[src/rtl/pitch_scan_sequencer.sv]
// Time-multiplexed pitch scan: walks every {voice,osc} slot through the shared pitch datapath
// and writes the settled result into the pitch table. Optional priority rescan: PITCH_SCAN_PRIORITY_EN.
//
// state   | meaning
// IDLE    | no work; pitch_idx holds last slot
// LOAD    | present selected slot to the datapath, arm settle timer
// WAIT    | settle timer counts down; capture pitch_in at terminal count
// CAPTURE | table write strobe high; advance slot selection
module pitch_scan_sequencer #(
   parameter int VOICES  = 8,
   parameter int V_OSC   = 4,
   parameter int V_WIDTH = 3,
   parameter int O_WIDTH = 2,
   parameter int SETTLE  = 3
) (
   input  logic                       sCLK_XVXENVS,
   input  logic                       iRST_N,
   input  logic                       run,
   input  logic                       cfg_write,
   input  logic                       note_on,
   input  logic [V_WIDTH-1:0]         key_adr,
   output logic [V_WIDTH+O_WIDTH-1:0] pitch_idx,
   input  logic [23:0]                pitch_in,
   output logic                       wr_en,
   output logic [V_WIDTH+O_WIDTH-1:0] wr_adr,
   output logic [23:0]                wr_data,
   output logic                       busy,
   output logic                       frame_done
);

   localparam int IW = V_WIDTH + O_WIDTH;
   localparam logic [IW-1:0] LAST_SLOT = IW'(VOICES * V_OSC - 1);

   typedef enum logic [1:0] {IDLE, LOAD, WAIT, CAPTURE} state_t;

   state_t        state;
   logic [IW-1:0] rr_idx;
   logic [3:0]    cnt;
   logic          sweep_req;
   logic          sweep_act;
   logic          more;

`ifdef PITCH_SCAN_PRIORITY_EN
   localparam logic [O_WIDTH-1:0] OSC_LAST = O_WIDTH'(V_OSC - 1);

   logic [VOICES-1:0]  pend;
   logic [VOICES-1:0]  pend_set;
   logic               any_pend;
   logic [V_WIDTH-1:0] low_v;
   logic               prio_act;
   logic [V_WIDTH-1:0] prio_voice;
   logic [O_WIDTH-1:0] prio_osc;

   always_comb begin
      pend_set = note_on ? (VOICES'(1) << key_adr) : '0;
      any_pend = |pend;
      low_v    = '0;
      for (int i = VOICES - 1; i >= 0; i--) begin
         if (pend[i]) low_v = V_WIDTH'(i);
      end
   end

   always_comb begin
      more = run | cfg_write | sweep_req | (sweep_act & ~frame_done) | any_pend | (|pend_set)
           | (prio_act & (prio_osc != OSC_LAST));
   end
`else
   logic unused_prio;
   assign unused_prio = ^{note_on, key_adr};

   always_comb begin
      more = run | cfg_write | sweep_req | (sweep_act & ~frame_done);
   end
`endif

   always_ff @(posedge sCLK_XVXENVS) begin
      if (!iRST_N) begin
         state      <= IDLE;
         pitch_idx  <= '0;
         rr_idx     <= '0;
         cnt        <= '0;
         wr_en      <= 1'b0;
         wr_adr     <= '0;
         wr_data    <= '0;
         busy       <= 1'b0;
         frame_done <= 1'b0;
         sweep_req  <= 1'b0;
         sweep_act  <= 1'b0;
`ifdef PITCH_SCAN_PRIORITY_EN
         pend       <= '0;
         prio_act   <= 1'b0;
         prio_voice <= '0;
         prio_osc   <= '0;
`endif
      end else begin
         wr_en      <= 1'b0;
         frame_done <= 1'b0;
         if (cfg_write) sweep_req <= 1'b1;
`ifdef PITCH_SCAN_PRIORITY_EN
         pend <= pend | pend_set;
`endif
         case (state)
            IDLE: begin
`ifdef PITCH_SCAN_PRIORITY_EN
               if (run || sweep_req || any_pend) begin
`else
               if (run || sweep_req) begin
`endif
                  state <= LOAD;
                  busy  <= 1'b1;
               end
            end

            LOAD: begin
               cnt   <= 4'(SETTLE - 1);
               state <= WAIT;
`ifdef PITCH_SCAN_PRIORITY_EN
               if (prio_act) begin
                  pitch_idx <= {prio_voice, prio_osc};
               end else if (any_pend) begin
                  pitch_idx  <= {low_v, {O_WIDTH{1'b0}}};
                  prio_act   <= 1'b1;
                  prio_voice <= low_v;
                  prio_osc   <= '0;
                  pend       <= (pend & ~(VOICES'(1) << low_v)) | pend_set;
               end else
`endif
               begin
                  pitch_idx <= rr_idx;
                  // A sweep request is only taken at slot 0 so the sweep it starts is complete.
                  if (sweep_req && rr_idx == '0) begin
                     sweep_act <= 1'b1;
                     sweep_req <= cfg_write;
                  end
               end
            end

            WAIT: begin
               if (cnt == '0) begin
                  wr_data <= pitch_in;
                  wr_adr  <= pitch_idx;
                  wr_en   <= 1'b1;
`ifdef PITCH_SCAN_PRIORITY_EN
                  frame_done <= !prio_act && (pitch_idx == LAST_SLOT);
`else
                  frame_done <= (pitch_idx == LAST_SLOT);
`endif
                  state <= CAPTURE;
               end else begin
                  cnt <= cnt - 4'd1;
               end
            end

            CAPTURE: begin
`ifdef PITCH_SCAN_PRIORITY_EN
               if (prio_act) begin
                  if (prio_osc == OSC_LAST) prio_act <= 1'b0;
                  else                      prio_osc <= prio_osc + 1'b1;
               end else
`endif
               begin
                  rr_idx <= (rr_idx == LAST_SLOT) ? '0 : rr_idx + 1'b1;
               end
               if (frame_done) sweep_act <= 1'b0;
               if (more) begin
                  state <= LOAD;
               end else begin
                  state <= IDLE;
                  busy  <= 1'b0;
               end
            end

            default: begin
               state <= IDLE;
               busy  <= 1'b0;
            end
         endcase
      end
   end

endmodule

[config.mk]
export PLATFORM = sky130hd
export DESIGN_NAME = pitch_scan_sequencer
export DESIGN_NICKNAME = d
export VERILOG_FILES = /design/src/rtl/pitch_scan_sequencer.sv
export SDC_FILE = /design/constraint.sdc
export NUM_CORES = 1
export LEC_CHECK = 0
export ABC_AREA = 1
export CAP_MARGIN = 40
export CORE_MARGIN = 1.5
export CORE_UTILIZATION = 30
export DETAILED_ROUTE_END_ITERATION = 16
export GPL_ROUTABILITY_DRIVEN = 1
export PLACE_DENSITY = 0.54
export SYNTH_ARGS = -nofsm -noshare
export SYNTH_HDL_FRONTEND = slang
export SYNTH_SLANG_ARGS = --single-unit
[constraint.sdc]
create_clock -name sCLK_XVXENVS -period 1.6 [get_ports sCLK_XVXENVS]
set_input_delay 0.16 -clock sCLK_XVXENVS [delete_from_list [all_inputs] [get_ports sCLK_XVXENVS]]
set_output_delay 0.16 -clock sCLK_XVXENVS [all_outputs]
set_load 0.005 [all_outputs]
==> flow_summary.ini <==
[outcome]
outcome = finished, violations left
violations = DRC

[timing]
worst_clock_skew_ns = 0.0124
finalCritPeriodShare_pct = 88.1
grt_setup_unrepaired = false
report.final.setup_viol = 0
finalWorstPathRequiredPeriod_ns = 1.41
max_slew_margin_pct = 79.4
timing.final.ws_setup_ns = 0.191
hold_viol = 0
timing_max_transition_violations_final = 0
setup_tns_ns = 0
fmax_mhz = 710
slew_at_the_pin_closest_to_its_max_slew_limit_ns = 0.309

[worst_setup_path]
biggest_fanout_along_the_worst_timing_path = 4
crit_path_start_kind = register
worstSetupPathType = reg -> out
crit_chain = clkdlybuf4s50_1
critPathMaxStageDelay_ns = 0.53
cpLargestDelayFamily = buffers and inverters
crit_buf_inv = 1
worst-endpoint-arrival_ns = 1.25
worstPathRequired_ns = 1.44
crit_path_end_kind = output port
timing.critical_path.slowest_stage_cell = clkdlybuf4s50_1

[pwr]
worst_ir_drop_vdd_uv = 589
report.power.total_mw = 4.51
leakagePower_nw = 1.23
comb_power_share_pct = 40.6
p_sw_share_pct = 34.1
p_per_area_mw_per_mm2 = 1560
sequentialPowerShare_pct = 42.3
p_clk_share_pct = 17.2
net-switching-power_mw = 1.54
intPower_mw = 2.97

[clock_network]
number_of_resized_instances_in_the_post_cts_repair_step = 0
cts_setup_buffers = 0
cts_buffer_depth = 2
clock_sinks = 50
cts_inserted_buffers = 5
cts_tree = yes
clk_pin_slew_ns = 0.10
insertion_delay_ns = 0.30
clockRootBuffer = clkbuf_8
htree_num_levels = 2
postCtsHoldBufs = 0

[synthesis]
synth_top_cell_area_share_pct = 48.8
postSynthCellCount = 268
synth_flop_cell = dfxtp_1
yosys_warnings = 0
ys_ff_latch = 50
sequential_to_total_area_share_from_yosys_stat_pct = 48.8
post_synth_main_area_contributors = dfxtp_1 (49%), nor2_1 (13%), o21ai_0 (6.3%)
post-synth-top-area-cell = dfxtp_1
netlist_top_cells_count = nor2_1 (73), dfxtp_1 (50), nand2_1 (27), o21ai_0 (26), inv_1 (22)
netlist-cell-type-count = 26
post_synth.cell_area_avg_um2 = 7.65
synth-async-reset-ratio_pct = 0
synth_enable_flop_cells = 0
synth_area_mm2 = 0.00205
synth_fp_nets = 309
synth.most_common_cell = nor2_1

[global_route]
grt_pass1_vias = 1832
grt_pass1_wl_mm = 8.49
antenna_violations_before_repair = 0
grt_use_total_pct = 14.3
grt-ovfl-total = 0
grt_start_max_net_pins = 31

[final_layout]
multi_input_comb_area_um2 = 895
layout.nets = 374
final.fill_count = 658
post_route_cells_drive_above_1_share_pct = 5.99
layout_area_overhead_pct = 40.9
antenna_cells_inserted = 0
layout.area.seq_mm2 = 0.00100

[floorplan]
placeableCoreArea_mm2 = 0.00646
die-height_um = 85.7
die_x_um = 85.7
placement_rows = 29
initial_utilization_pct = 31.7
floorplan_die_area_mm2 = 0.00734
design.portCount = 69

[placed_design]
placement.setup.worst_slack_ns = 0.117
detailedPlacementHpwl_mm = 3.44
port_buffers = 64
place.gp.congestion = 0.778

[drt]
drtAntennaViolNets = 0
routed_wl_mm = 4.95
drtIter0Drc = 83
met1Wirelength_mm = 2.39
met3_length_um = 487
route.vias.total = 1859
routedWlPerCell_um = 12.0
drc = 1
maxUsedRoutingLayer = met4
first_pass_iters = 10
detailroute.wirelength.met2_mm = 2.04
drt-vias-per-instance = 4.52

[hold_path]
min-delay-path-class = in -> reg

[run]
max-cap-violations = 0
[metrics by stage]
stage	std cells	utilization [%]	hold slack, ns	instance area [um2]
after detailed placement	403	43.0	0.449	2780
after global routing	411	44.7	0.439	2890
after floorplan	268	-	0.295	2050
after CTS	411	44.5	0.423	2870
after global placement	403	43.0	0.453	2780
final	411	44.7	0.429	2890
[worst paths after layout]
| check | from | endpoint | slack [ns] | cells past startpoint |
|---|---|---|---|---|
| setup reg to reg | state[0] | wr_data[11] | 0.21 | 8 |
| hold / removal | cfg_write | sweep_req | 0.43 | 3 |
| hold reg to reg | cnt[0] | cnt[0] | 0.46 | 1 |
| setup / recovery | pitch_idx[3] | pitch_idx[3] | 0.19 | 1 |
[power by group through the flow]
| stage | registers, mW | clock network, mW | logic, mW |
|---|---|---|---|
| after floorplan | 1.92 | 0 | 0.914 |
| after global placement | 1.93 | 0 | 1.82 |
| after detailed placement | 1.93 | 0 | 1.82 |
| after CTS | 1.91 | 0.804 | 1.83 |
| after global routing | 1.97 | 0.844 | 2.08 |
| final | 1.91 | 0.775 | 1.83 |
[registers in the layout, indices dropped and copies added (netlist names)]
register    count
wr_en           1
wr_adr          5
rr_idx          5
sweep_req       1
wr_data        24
state           2
cnt             4
sweep_act       1
busy            1
frame_done      1
pitch_idx       5
[logic make-up after synthesis]
group / after synthesis / synth area share, %
compound gates: 52 / 13.2
buf+inv: 35 / 8.12
flops: 50 / 48.8
fa+ha+maj: 9 / 5.49
simple gates: 121 / 23.9
xor+xnor: 1 / 0.427
[cell type report]
class                           instances  share of cell area (%)
Timing Repair Buffer                   70                    24.7
Multi-Input combinational cell        183                    31.0
Sequential cell                        50                    34.7
Inverter                               23                    2.99
Clock inverter                          2                   0.433
Tap cell                               77                    3.34
Clock buffer                            6                    2.86
[metal layers]
layer  vias up  GRT usage [%]
li1        983              -
met1       822           18.0
met2        52           22.7
met3         2           6.45
met4         0           3.08
met5         -              0
[cell usage in the layout (no fill, tap or decap)]
cell	Yosys	routed
inv_2	1	1
buf_4	1	3
o21ai_0	26	26
clkdlybuf4s50_1	0	64
a21oi_1	13	13
a21boi_0	1	1
nor2_1	73	73
nand3_1	9	9
dfxtp_1	50	50
ha_1	9	8
xor2_1	1	1
o21ai_1	9	9
ha_4	0	1
nor2_2	1	1
clkinv_2	0	1
nor3_1	8	8
inv_1	22	22
nor2_4	1	1
a31oi_1	1	1
clkinvlp_4	0	1
clkbuf_8	0	6
a211oi_1	1	1
o21ai_2	1	1
nand2_2	1	1
buf_12	1	2
buf_6	1	1
nand4_1	1	1
nand2_1	27	27
No activity file was read; power rests on OpenSTA's default activity.
